==> src/rtl/cpu_types_pkg.sv <==
// ----------------------------------------------------------------------------
// cpu_types_pkg
//   Shared types for the MIPS core memory path.
//   word_t      : 32-bit machine word.
//   ramstate_t  : status returned by the RAM model (FREE, BUSY, ACCESS, ERROR).
//   arb_state_t : mem_arbiter grant state (IDLE, IACC, DACC, HALTED).
//   streak_t    : width of the consecutive-data-grant counter, plus a
//                 saturating increment helper.
// ----------------------------------------------------------------------------
package cpu_types_pkg;

    typedef logic [31:0] word_t;

    typedef enum logic [1:0] {
        FREE   = 2'd0,
        BUSY   = 2'd1,
        ACCESS = 2'd2,
        ERROR  = 2'd3
    } ramstate_t;

    typedef enum logic [1:0] {
        IDLE   = 2'd0,
        IACC   = 2'd1,
        DACC   = 2'd2,
        HALTED = 2'd3
    } arb_state_t;

    // Wide enough for the largest allowed starvation limit (15).
    localparam int STREAK_W = 4;
    typedef logic [STREAK_W-1:0] streak_t;
    localparam streak_t STREAK_MAX = '1;

    function automatic streak_t streak_inc(input streak_t s);
        return (s == STREAK_MAX) ? s : s + streak_t'(1);
    endfunction

endpackage

==> src/rtl/mem_arb_perf.sv <==
// ----------------------------------------------------------------------------
// mem_arb_perf
//   Performance counters for mem_arbiter, present only when MEM_ARB_PERF_EN
//   is defined. All counters wrap at 2^32, clear on reset and freeze while
//   the arbiter is halted.
// Ports:
//   CLK        in   clock, rising edge
//   nRST       in   synchronous active-low reset
//   i_ihit     in   instruction hit strobe
//   i_dhit     in   data hit strobe
//   i_wait     in   arbiter is in an access state without ACCESS this cycle
//   i_halted   in   arbiter is in HALTED
//   o_icnt     out  number of ihits
//   o_dcnt     out  number of dhits
//   o_waitcnt  out  number of access cycles spent waiting on the RAM
// ----------------------------------------------------------------------------
module mem_arb_perf
    import cpu_types_pkg::*;
(
    input  logic  CLK,
    input  logic  nRST,
    input  logic  i_ihit,
    input  logic  i_dhit,
    input  logic  i_wait,
    input  logic  i_halted,
    output word_t o_icnt,
    output word_t o_dcnt,
    output word_t o_waitcnt
);

    word_t r_icnt;
    word_t r_dcnt;
    word_t r_waitcnt;

    always_ff @(posedge CLK) begin
        if (!nRST) begin
            r_icnt    <= '0;
            r_dcnt    <= '0;
            r_waitcnt <= '0;
        end else if (!i_halted) begin
            if (i_ihit) r_icnt    <= r_icnt + word_t'(1);
            if (i_dhit) r_dcnt    <= r_dcnt + word_t'(1);
            if (i_wait) r_waitcnt <= r_waitcnt + word_t'(1);
        end
    end

    assign o_icnt    = r_icnt;
    assign o_dcnt    = r_dcnt;
    assign o_waitcnt = r_waitcnt;

endmodule

==> src/rtl/mem_arbiter.sv <==
// ----------------------------------------------------------------------------
// mem_arbiter
//   Single-port RAM arbiter between instruction fetch and data access.
//   Data requests win, except when an instruction fetch has waited through
//   STARVE_LIMIT consecutive data grants. The grant is registered: a request
//   seen in one cycle drives the RAM the next cycle, and the hit strobe comes
//   in the cycle the RAM reports ACCESS.
//   Optional feature: define MEM_ARB_PERF_EN to add the icnt/dcnt/waitcnt
//   performance counter outputs.
// Ports:
//   CLK, nRST            clock; synchronous active-low reset
//   halt                 stop issuing new grants (in-flight access completes)
//   iREN, iaddr          instruction read request
//   dREN, dWEN, daddr,   data read / write request
//   dstore
//   ramstate, ramload    RAM status and read data
//   ramREN, ramWEN,      RAM request
//   ramaddr, ramstore
//   ihit, iload          instruction completion strobe and word
//   dhit, dload          data completion strobe and load data
//   icnt, dcnt, waitcnt  performance counters (MEM_ARB_PERF_EN only)
// ----------------------------------------------------------------------------
module mem_arbiter
    import cpu_types_pkg::*;
#(
    parameter int unsigned STARVE_LIMIT = 4
)
(
    input  logic      CLK,
    input  logic      nRST,
    input  logic      halt,
    input  logic      iREN,
    input  word_t     iaddr,
    input  logic      dREN,
    input  logic      dWEN,
    input  word_t     daddr,
    input  word_t     dstore,
    input  ramstate_t ramstate,
    input  word_t     ramload,
    output logic      ramREN,
    output logic      ramWEN,
    output word_t     ramaddr,
    output word_t     ramstore,
    output logic      ihit,
    output logic      dhit,
    output word_t     iload,
    output word_t     dload
`ifdef MEM_ARB_PERF_EN
    ,
    output word_t     icnt,
    output word_t     dcnt,
    output word_t     waitcnt
`endif
);

    localparam streak_t LIMIT = streak_t'(STARVE_LIMIT);

    arb_state_t r_state;
    streak_t    r_dstreak;
    word_t      r_addr;
    word_t      r_store;
    logic       r_wr;

    arb_state_t w_state_nxt;
    streak_t    w_dstreak_nxt;
    word_t      w_addr_nxt;
    word_t      w_store_nxt;
    logic       w_wr_nxt;
    logic       w_access;
    logic       w_dreq;
    logic       w_istarved;

    assign w_access   = (ramstate == ACCESS);
    assign w_dreq     = dREN | dWEN;
    // A pending fetch that has already sat through LIMIT data grants blocks data.
    assign w_istarved = iREN && (r_dstreak == LIMIT);

    // NOTE: every signal written here gets a default first, so no path leaves
    // a value unassigned and no latch is inferred.
    always_comb begin
        w_state_nxt   = r_state;
        w_dstreak_nxt = r_dstreak;
        w_addr_nxt    = r_addr;
        w_store_nxt   = r_store;
        w_wr_nxt      = r_wr;
        ramREN        = 1'b0;
        ramWEN        = 1'b0;
        ramaddr       = '0;
        ramstore      = '0;
        ihit          = 1'b0;
        dhit          = 1'b0;
        iload         = '0;
        dload         = '0;

        unique case (r_state)
            IDLE: begin
                if (w_dreq && !w_istarved) begin
                    w_state_nxt   = DACC;
                    w_addr_nxt    = daddr;
                    w_store_nxt   = dstore;
                    w_wr_nxt      = dWEN;
                    w_dstreak_nxt = streak_inc(r_dstreak);
                end else if (iREN && !halt) begin
                    w_state_nxt   = IACC;
                    w_addr_nxt    = iaddr;
                    w_store_nxt   = '0;
                    w_wr_nxt      = 1'b0;
                    w_dstreak_nxt = '0;
                end else if (halt) begin
                    w_state_nxt   = HALTED;
                end
                // The streak only measures data grants taken while a fetch waits.
                if (!iREN) w_dstreak_nxt = '0;
            end
            DACC: begin
                ramaddr  = r_addr;
                ramWEN   = r_wr;
                ramREN   = !r_wr;
                ramstore = r_wr ? r_store : '0;
                // BUSY, FREE and ERROR all hold the request; ERROR is a retry.
                if (w_access) begin
                    dhit        = 1'b1;
                    dload       = ramload;
                    w_state_nxt = IDLE;
                end
            end
            IACC: begin
                ramaddr = r_addr;
                ramREN  = 1'b1;
                if (w_access) begin
                    ihit        = 1'b1;
                    iload       = ramload;
                    w_state_nxt = IDLE;
                end
            end
            HALTED: begin
                w_state_nxt = HALTED;
            end
            default: begin
                w_state_nxt = IDLE;
            end
        endcase
    end

    // NOTE: sequential state uses non-blocking assignments so every register
    // samples the values from before this edge.
    always_ff @(posedge CLK) begin
        if (!nRST) begin
            r_state   <= IDLE;
            r_dstreak <= '0;
            r_addr    <= '0;
            r_store   <= '0;
            r_wr      <= 1'b0;
        end else begin
            r_state   <= w_state_nxt;
            r_dstreak <= w_dstreak_nxt;
            r_addr    <= w_addr_nxt;
            r_store   <= w_store_nxt;
            r_wr      <= w_wr_nxt;
        end
    end

`ifdef MEM_ARB_PERF_EN
    logic w_wait;
    logic w_halted;

    assign w_wait   = ((r_state == IACC) || (r_state == DACC)) && !w_access;
    assign w_halted = (r_state == HALTED);

    mem_arb_perf u_perf (
        .CLK       (CLK),
        .nRST      (nRST),
        .i_ihit    (ihit),
        .i_dhit    (dhit),
        .i_wait    (w_wait),
        .i_halted  (w_halted),
        .o_icnt    (icnt),
        .o_dcnt    (dcnt),
        .o_waitcnt (waitcnt)
    );
`endif

endmodule

==> config.mk <==
export PLATFORM = sky130hd
export DESIGN_NAME = mem_arbiter
export DESIGN_NICKNAME = d
export VERILOG_FILES = /design/src/rtl/cpu_types_pkg.sv /design/src/rtl/mem_arb_perf.sv /design/src/rtl/mem_arbiter.sv
export SDC_FILE = /design/constraint.sdc
export NUM_CORES = 1
export LEC_CHECK = 0
export ABC_CLOCK_PERIOD_IN_PS = 1600
export BUFFER_PORTS_ARGS = -buffer_cell sky130_fd_sc_hd__clkbuf_2
export CAP_MARGIN = 10
export CORE_ASPECT_RATIO = 1.4
export CORE_MARGIN = 5
export CORE_UTILIZATION = 38
export CTS_CLUSTER_SIZE = 12
export DETAILED_ROUTE_END_ITERATION = 12
export GPL_ROUTABILITY_DRIVEN = 0
export MAX_ROUTING_LAYER = met4
export PLACE_DENSITY = 0.89
export SLEW_MARGIN = 40
export SYNTH_ARGS = -nofsm -noshare
export SYNTH_HDL_FRONTEND = slang
export SYNTH_HIERARCHICAL = 1
export SYNTH_SLANG_ARGS = --single-unit
==> constraint.sdc <==
create_clock -name CLK -period 1.6 [get_ports CLK]
set_input_delay 0.08 -clock CLK [delete_from_list [all_inputs] [get_ports CLK]]
set_output_delay 0.08 -clock CLK [all_outputs]
set_load 0.05 [all_outputs]
== After elaboration in Yosys (flattened, before gate mapping) ==
Cells that the tools add are included.

* Register bits after elaboration: 71
* Latch bits: 0
* Memory bits (writable): 0
* ROM bits: 0
* Memories: 0

* Add/subtract/negate cells: 1
* $mul: 0
* Divide/modulo/power cells: 0
* Order comparisons: 0
* Eq/ne operators: 10
* Shifts and indexed selects: 0
* Mux-type cells: 26
* Bitwise logic cells: 1
* Reduce and logical (&&, ||, !) cells: 12

{| class="wikitable"
|+ Operators with widths
! kind !! number
|-
| 32-bit 2-to-1 mux || 10
|-
| 4-bit 2-to-1 mux || 4
|-
| 2-bit 2-to-1 mux || 4
|-
| 2-bit equality test, second input constant || 3
|-
| 1-bit 2-to-1 mux || 6
|-
| 2-bit one-hot mux with 3 select lines || 1
|-
| 4-bit by 1-bit adder with 4-bit output, second input constant || 1
|-
| 4-bit by 3-bit equality test with 1-bit output, second input constant || 1
|-
| 4-bit equality test, second input constant || 1
|-
| 4-bit != test, second input constant || 1
|-
| 2-bit AND reduction || 2
|-
| 1-bit logical AND || 3
|-
| 1-bit logical NOT || 3
|-
| 3-bit by 1-bit != test with 1-bit output, second input constant || 1
|-
| 3-bit != test, second input constant || 1
|-
| 3-bit AND reduction || 1
|-
| 2-bit by 1-bit equality test with 1-bit output, second input constant || 1
|-
| 2-bit logical NOT || 1
|-
| 2-bit by 1-bit != test with 1-bit output, second input constant || 1
|-
| 1-bit one-hot mux with 2 select lines || 1
|-
| 2-bit nonzero test || 1
|-
| 2-bit OR reduction || 1
|-
| 1-bit bitwise OR || 1
|}

== Depth between registers and ports, before layout ==
Gate-level depths: netlist of the first run.

* Depth in word-level cells: 6
* Mapped depth: 9

== Least setup slack after synthesis of the first run ==
Ideal clock, no wire load.

* Path kind: register -> register
* Start point: register r_dstreak[0]
* End point: register r_addr[23]
* Setup time: 81 ps
* Data arrival time: 1567 ps
* Setup slack: -48 ps
* Stages on the path, launching flop included: 10
* Buffers on the path: 3
* Cell sequence: dfxtp_1 -> inv_1 -> ha_1 -> nand4b_2 -> a22o_1 -> buf_6 -> and2_4 -> buf_6 -> buf_6 -> a211oi_2

* Word-level cells in the longest chain between the ends: 6

{| class="wikitable"
|+ Ends and longest elaborated chain
! what !! line !! RTL
|-
| from (decl) || mem_arbiter.sv:59 || <nowiki>streak_t r_dstreak;</nowiki>
|-
| from (signal assigned) || mem_arbiter.sv:156 || <nowiki>r_dstreak <= w_dstreak_nxt;</nowiki>
|-
| 4-bit by 3-bit equality test with 1-bit output * || mem_arbiter.sv:76 || <nowiki>assign w_istarved = iREN && (r_dstreak == LIMIT);</nowiki>
|-
| 1-bit logical AND * || mem_arbiter.sv:76 ||
|-
| 1-bit logical NOT * || mem_arbiter.sv:97 || <nowiki>if (w_dreq && !w_istarved) begin</nowiki>
|-
| 1-bit logical AND * || mem_arbiter.sv:97 ||
|-
| 2-bit nonzero test (no source line) || n/a ||
|-
| 2-bit AND reduction (no source line) || n/a ||
|-
| to (signal assigned) || mem_arbiter.sv:157 || <nowiki>r_addr <= w_addr_nxt;</nowiki>
|-
| to (decl) || mem_arbiter.sv:60 || <nowiki>word_t r_addr;</nowiki>
|}

Mark *: on every way between the ends. The rest lies on a longest branch, timed or not.
A chain may end at the register's enable or synchronous reset.

== Worst setup path in the final report of the first run ==
* Start point: register r_state[1]
* End point: output port dload[2]

* Word-level cells in the longest chain between the ends: 2

{| class="wikitable"
|+ Ends and longest elaborated chain
! what !! line !! RTL
|-
| from (decl) || mem_arbiter.sv:58 || <nowiki>arb_state_t r_state;</nowiki>
|-
| from (signal assigned) || mem_arbiter.sv:155 || <nowiki>r_state <= w_state_nxt;</nowiki>
|-
| 2-bit equality test || mem_arbiter.sv:95 || <nowiki>unique case (r_state)</nowiki>
|-
| 32-bit 2-to-1 mux || mem_arbiter.sv:95 ||
|-
| to (decl) || mem_arbiter.sv:47 || <nowiki>output word_t dload</nowiki>
|}

No other way between the ends.

==> reports/results.txt, run 1 <==
DR WL/cell = 28.5 um
Setup crit end kind = output port
Async SR Flop Fraction = 0
Die W = 97.3 um
Worst Path Required = 1520 ps
Drt drc = 0
Finished Cell Area = 0.00884 sq mm
Post-Synthesis Cells = 440
Hold Path Class = in2reg
Share of layout cells above drive strength 1 = 0.665
Routed via count = 5,366
Layout area overhead = 118%
Ports = 268
Top cells by area, synth = dfxtp_1 (35%), and3_1 (15%), a211oi_2 (8.9%)
Post-synth top area share = 0.350
Worst setup path class = reg2out
Clk slew on worst S/H paths = 70 ps
R2R cell count = 7
Setup violations, final = 168
FF-to-FF setup slack = -80 ps
WL final = 25.2 mm
Iteration-0 DRC Markers = 320
Port-buffer cells = 267
Setup ws final = -175 ps
Max-cap violations = 0
Setup TNS = -12,600 ps
CTS tree = yes
Status = finished with violations
Fin nets = 878
Fin crit period = 1770 ps
Yosys top cell by area = dfxtp_1
Crit path DAT = 1690 ps
Cell Pwr Density = 1600 mW/mm^2
Least-Margin Pin Slew = 438 ps
Non-filler cells, final = 886
CTS Buf Count = 9
Post-Syn Area = 0.00406 sq mm
Seq/Total Area, Yosys = 0.350
Vias per inst = 6.06
Leak = 3.88 nW
Reg2reg end = r_store[2]
Slew Limit Fails = 0
Failing checks = negative setup slack
Count of cell types in the netlist = 36
Max Clock Skew = 13.4 ps
Syn Area/Cell = 9.22 sq um
R2R Path Start = r_dstreak[0]
Post-synth top flop = dfxtp_1
Cell count after placement = 818
Die Ht = 132 um
DP Area = 0.00615 sq mm
CTS max path bufs = 2
Final Util = 0.849
Die area = 0.0129 sq mm
Relative slew slack = 0.705
RSZ-0062 raised after global routing = true
Vias in the first global route = 5,263
First-pass GRT wire length = 30.9 mm
Starting density of the core = 0.390
DPL Wire Length = 12.2 mm
Place WS = -139 ps
H-tree levels = 3
Period utilization = 1.11
GR Util All Layers = 0.317
Fillers = 431
Worst IR Drop VDD = 1.15 mV
Core Region = 0.0104 sq mm
Worst-Skew Late Latency = 340 ps
Final ANT Viol Nets = 0
Largest net degree at the start of global routing = 68
CTS sink count = 71
Final Hold Fails = 0
Total grt overflow = 0
Initial antenna violation count = 6
Syn nets = 583
Number of flops mapped to enable cells by yosys = 0
Max Fclk = 564 MHz
Synth Register Bits = 71
Hold endpoint = r_addr[0]
Yosys synthesis warning count = 6
Row count = 44
CTS root buf = clkbuf_16
Pre-antenna DRT Iters = 5
Most common cell in the netlist = and3_1
Startpoint class of the critical path = flop
Worst Hold Path Cells = 3
Top cells by count, synth = and3_1 (97), dfxtp_1 (71), and2_1 (36), mux2i_1 (36), clkbuf_1 (35)
Hold path startpoint = daddr[0]
Crit path max fanout = 16
per-stage QoR:
stage,power [W],hold slack [ps]
2_1_floorplan,0.00677,205
6_report,0.0142,85.0
5_1_grt,0.0146,108
3_3_place_gp,0.00839,292
4_1_cts,0.0131,63.5
3_5_place_dp,0.00854,296
layout by cell type, fill, tap and decap left out, types with 3 or more instances in the layout:
cell type	n
clkbuf_2	135
and3_4	78
dfxtp_1	67
buf_8	59
buf_12	46
clkbuf_16	39
mux2i_1	36
and2_4	34
a22o_1	32
dlygate4sd3_1	32
a211oi_2	30
a21oi_1	21
and3_1	19
clkbuf_8	14
buf_4	14
a21oi_2	12
diode_2	8
inv_1	5
nand3_1	5
nand2_1	5
inv_2	4
and2_1	4
o21ai_0	4
ha_4	4
dfxtp_2	4
ha_1	3
flip-flops by register name, summed over array words and instances, names as in the netlist:
register   cells
r_store       32
r_addr        32
r_dstreak      4
r_wr           1
r_state        2
timing repair:
item / 4_1_cts / 5_1_grt
endpoints found under the setup margin: 165 / 190
setup buffers: 5 / 0
gates cloned: 4 / 5
pin swaps: 25 / 4
endpoints found under the hold margin: 32 / 0
resized for setup: 269 / 158
hold buffers: 32 / 0
metal layers:
metal / up-vias / track usage / share of wire
met3: 123 / 0.138 / 0.12
li1: 2216 / - / -
met5: - / - / 0
met1: 2575 / 0.318 / 0.34
met2: 452 / 0.546 / 0.49
met4: 0 / 0.119 / 0.058
power breakdown:
part | leakage [nW] | switching (W) | internal (W) | total, W
sequential | 0.589 | 0.000456 | 0.00236 | 0.00281
combinational | 3.15 | 0.00500 | 0.00427 | 0.00927
clock | 0.146 | 0.000832 | 0.00126 | 0.00209
total | 3.88 | 0.00629 | 0.00788 | 0.0142
area by class of cell:
cell class | instances | area (sq um) | share of cell area
flip-flops and latches | 71 | 1430 | 0.161
inverters | 10 | 40.0 | 0.00453
clock buffers | 10 | 239 | 0.0270
clock inverters | 6 | 67.6 | 0.00765
multi-input cells | 311 | 2980 | 0.338
well taps | 138 | 173 | 0.0195
repair buffers | 332 | 3890 | 0.440
diodes | 8 | 20.0 | 0.00227
cells by family (layout without fill, tap and decap cells):
family,Yosys count,in the layout,share of synthesized area
AND/OR/NAND/NOR,156,157,0.238
AO/OA/AOI/OAI,111,111,0.233
flip-flops,71,71,0.350
buffers and inverters,59,358,0.0685
multiplexers,36,36,0.0888
adder cells (fa/ha/maj),7,7,0.0216
other,0,8,0
worst max-delay path by stage:
stage,from,endpoint,slack [ps]
after floorplan,r_dstreak[1],r_addr[23],-10
after detailed placement,r_dstreak[1],r_addr[1],-140
after CTS,r_state[0],ramaddr[15],-150
final,r_state[1],dload[2],-170
after global routing,r_state[1],dload[2],-200
after global placement,r_dstreak[0],r_addr[2],-50
worst max-delay path, cell delays in order, from the launching register on:
cell and delay [ps]:
dfxtp_2 360, buf_4 150, ha_4 220, buf_6 210
and3_1 220, clkbuf_8 200
No activity file was read; power rests on OpenSTA's default activity.
==> run 2: changes to the inputs <==
CORE_UTILIZATION = 23   (was 38)
PLACE_DENSITY = 0.63   (was 0.89)
==> reports/results.txt, run 2 (same netlist as run 1, synthesis figures left out) <==
Status = finished with violations
Failing checks = negative setup slack
Non-filler cells, final = 999 (+13%)
Period utilization = 1.07 (-0.0433)
Commonest non-fill, non-tap cell in the layout = clkbuf_2
CTS max path bufs = 2 (unchanged)
Crit path DAT = 1630 ps (-60 ps)
Internal power component = 0.00821 W (+4.2%)
Sequential fraction of design power = 0.190 (-0.008)
Routed via count = 4,879 (-9.1%)
Final ANT Viol Nets = 0 (unchanged)
Drt drc = 0 (unchanged)
Startpoint class of the critical path = flop
Switch Pwr = 0.00616 W (-2.1%)
CTS tree = yes
Total grt overflow = 0 (unchanged)
RSZ-0062 raised after global routing = true
Clk slew on worst S/H paths = 60 ps (about the same)
Final Hold Fails = 0 (unchanged)
Initial antenna violation count = 1 (-5)
Max-cap violations = 0 (unchanged)
Slew Limit Fails = 0 (unchanged)
Vias per inst = 4.88 (-19%)
DR WL/cell = 20.6 um (-28%)
Worst IR Drop VDD = 0.925 mV (-20%)
Cell Pwr Density = 1550 mW/mm^2 (-3.1%)
GR Util All Layers = 0.173 (-0.145)
Port-buffer cells = 267 (unchanged)
Setup violations, final = 113 (-33%)
Metal3 WL = 1.47 mm (-50%)
Core Region = 0.0173 sq mm (+67%)
Commonest cells after routing, fill and taps aside = clkbuf_2 (135), buf_8 (97), and3_4 (96), dfxtp_1 (67), buf_12 (45)
Max Clock Skew = 12.0 ps (-1.41 ps)
Max Fclk = 586 MHz (+4.1%)
Ports = 268 (unchanged)
Die W = 122 um (+26%)
Fin nets = 899 (+2.4%)
Hold_ws = 95.9 ps (+10.9 ps)
Relative slew slack = 0.782 (+0.0773)
CTS Buf Count = 9 (unchanged)
Share of layout cells above drive strength 1 = 0.689 (+0.0237)
Hold Path Class = in2reg
Vias in the first global route = 5,118 (-2.8%)
Register area = 0.00143 sq mm (+0.18%)
Switching part of the total = 0.429 (-0.0153)
Fillers = 1,460 (+240%)
WL final = 20.6 mm (-18%)
Setup TNS = -4200 ps (+8400 ps)
First-pass GRT wire length = 27.3 mm (-12%)
Least-Margin Pin Slew = 327 ps (-111 ps)
Layout area overhead = 128%
Largest net degree at the start of global routing = 68 (unchanged)
Clock power frac = 0.145 (-0.002)
Worst setup path class = reg2out
Largest regs = r_addr: 32 flops, r_store: 32 flops, r_dstreak: 4 flops
Leak = 3.96 nW (+2.0%)
DRT met1 WL = 7.32 mm (-14%)
Combinational share of power = 0.665 (+0.011)
CTS root buf = clkbuf_16
Worst-Skew Late Latency = 330 ps (about the same)
Cell count after placement = 921 (+13%)
DPL Wire Length = 11.2 mm (-8.3%)
Die area = 0.0204 sq mm (+59%)
Fin crit period = 1710 ps (-69.2 ps)
Starting density of the core = 0.234 (-0.156)
Worst Path Required = 1520 ps (about the same)
Crit path max fanout = 14 (-2)
Setup ws final = -105 ps (+69.2 ps)
Iteration-0 DRC Markers = 142 (-56%)
Multi-input logic area = 0.00308 sq mm (+3.1%)
H-tree levels = 3 (unchanged)
Met2 WL = 10.9 mm (-11%)
CTS sink count = 71 (unchanged)
Die Ht = 167 um (+26%)
Setup crit end kind = output port
Row count = 57 (+30%)
Pre-antenna DRT Iters = 4 (-1)
Top Layer Used = met4
[run 2: cell count changes in the layout (fill, tap and decap cells not counted), moves of 3 or more]
cell and change:
buf_8 +38, buf_6 +6, and2_1 +3, a21oi_2 -5, a21oi_1 +4, diode_2 -6, and3_1 -18, clkbuf_16 -13
and2_4 -3, clkbuf_8 -13, buf_16 +3, and3_4 +18
[run 2: per-layer routing]
layer | track usage | vias up
met2 | 0.313 | 265
li1 | - | 2256
met5 | - | -
met3 | 0.0381 | 50
met4 | 0.0736 | 0
met1 | 0.176 | 2308
[run 2: path summary, 6_finish.rpt]
path / to / cells past startpoint / slack (ps) / from
worst max register to register: r_store[6] / 8 / 10 / r_dstreak[1]
worst min-delay path: r_addr[0] / 3 / 100 / daddr[0]
worst min register to register: r_store[26] / 1 / 480 / r_store[26]
worst max-delay path: ramaddr[18] / 5 / -110 / r_state[1]
[run 2: power groups by stage]
stage	Combinational [W]	Sequential, W	Clock (W)
after floorplan	0.00420	0.00258	0
after global placement	0.00606	0.00264	0
after detailed placement	0.00610	0.00264	0
after CTS	0.00800	0.00266	0.00216
after global routing	0.0100	0.00279	0.00221
final	0.00956	0.00272	0.00209
[run 2: timing repair]
action / CTS / global route
setup endpoints to repair: 165 / 192
resized for setup: 295 / 185
cloned: 5 / 13
hold endpoints to repair: 32 / 0
buffers inserted: 7 / 4
pin swaps: 18 / 50
hold buffers: 32 / 0
[run 2: critical path: stages (launching register included)]
cell     delay (ps)
dfxtp_4         400
inv_6            50
ha_4            340
buf_12          160
and2_1          180
buf_8           160
[run 2: metrics by stage]
stage / setup WS, ps / total power [W] / utilization / cell area [sq um]
after detailed placement: -127 / 0.00874 / 0.364 / 6310
after global placement: -83.6 / 0.00870 / 0.364 / 6310
after CTS: -100 / 0.0128 / 0.486 / 8430
after global routing: -146 / 0.0150 / 0.533 / 9250
after floorplan: -11.1 / 0.00677 / - / 4090
final: -105 / 0.0144 / 0.534 / 9250
[run 2: cell type report]
cell class / instances / area share
Multi-Input combinational cell: 311 / 0.333
Timing Repair Buffer: 353 / 0.442
Tap cell: 236 / 0.0319
Inverter: 10 / 0.00487
Clock inverter: 6 / 0.00731
Antenna cell: 2 / 0.000541
Sequential cell: 71 / 0.155
Clock buffer: 10 / 0.0258
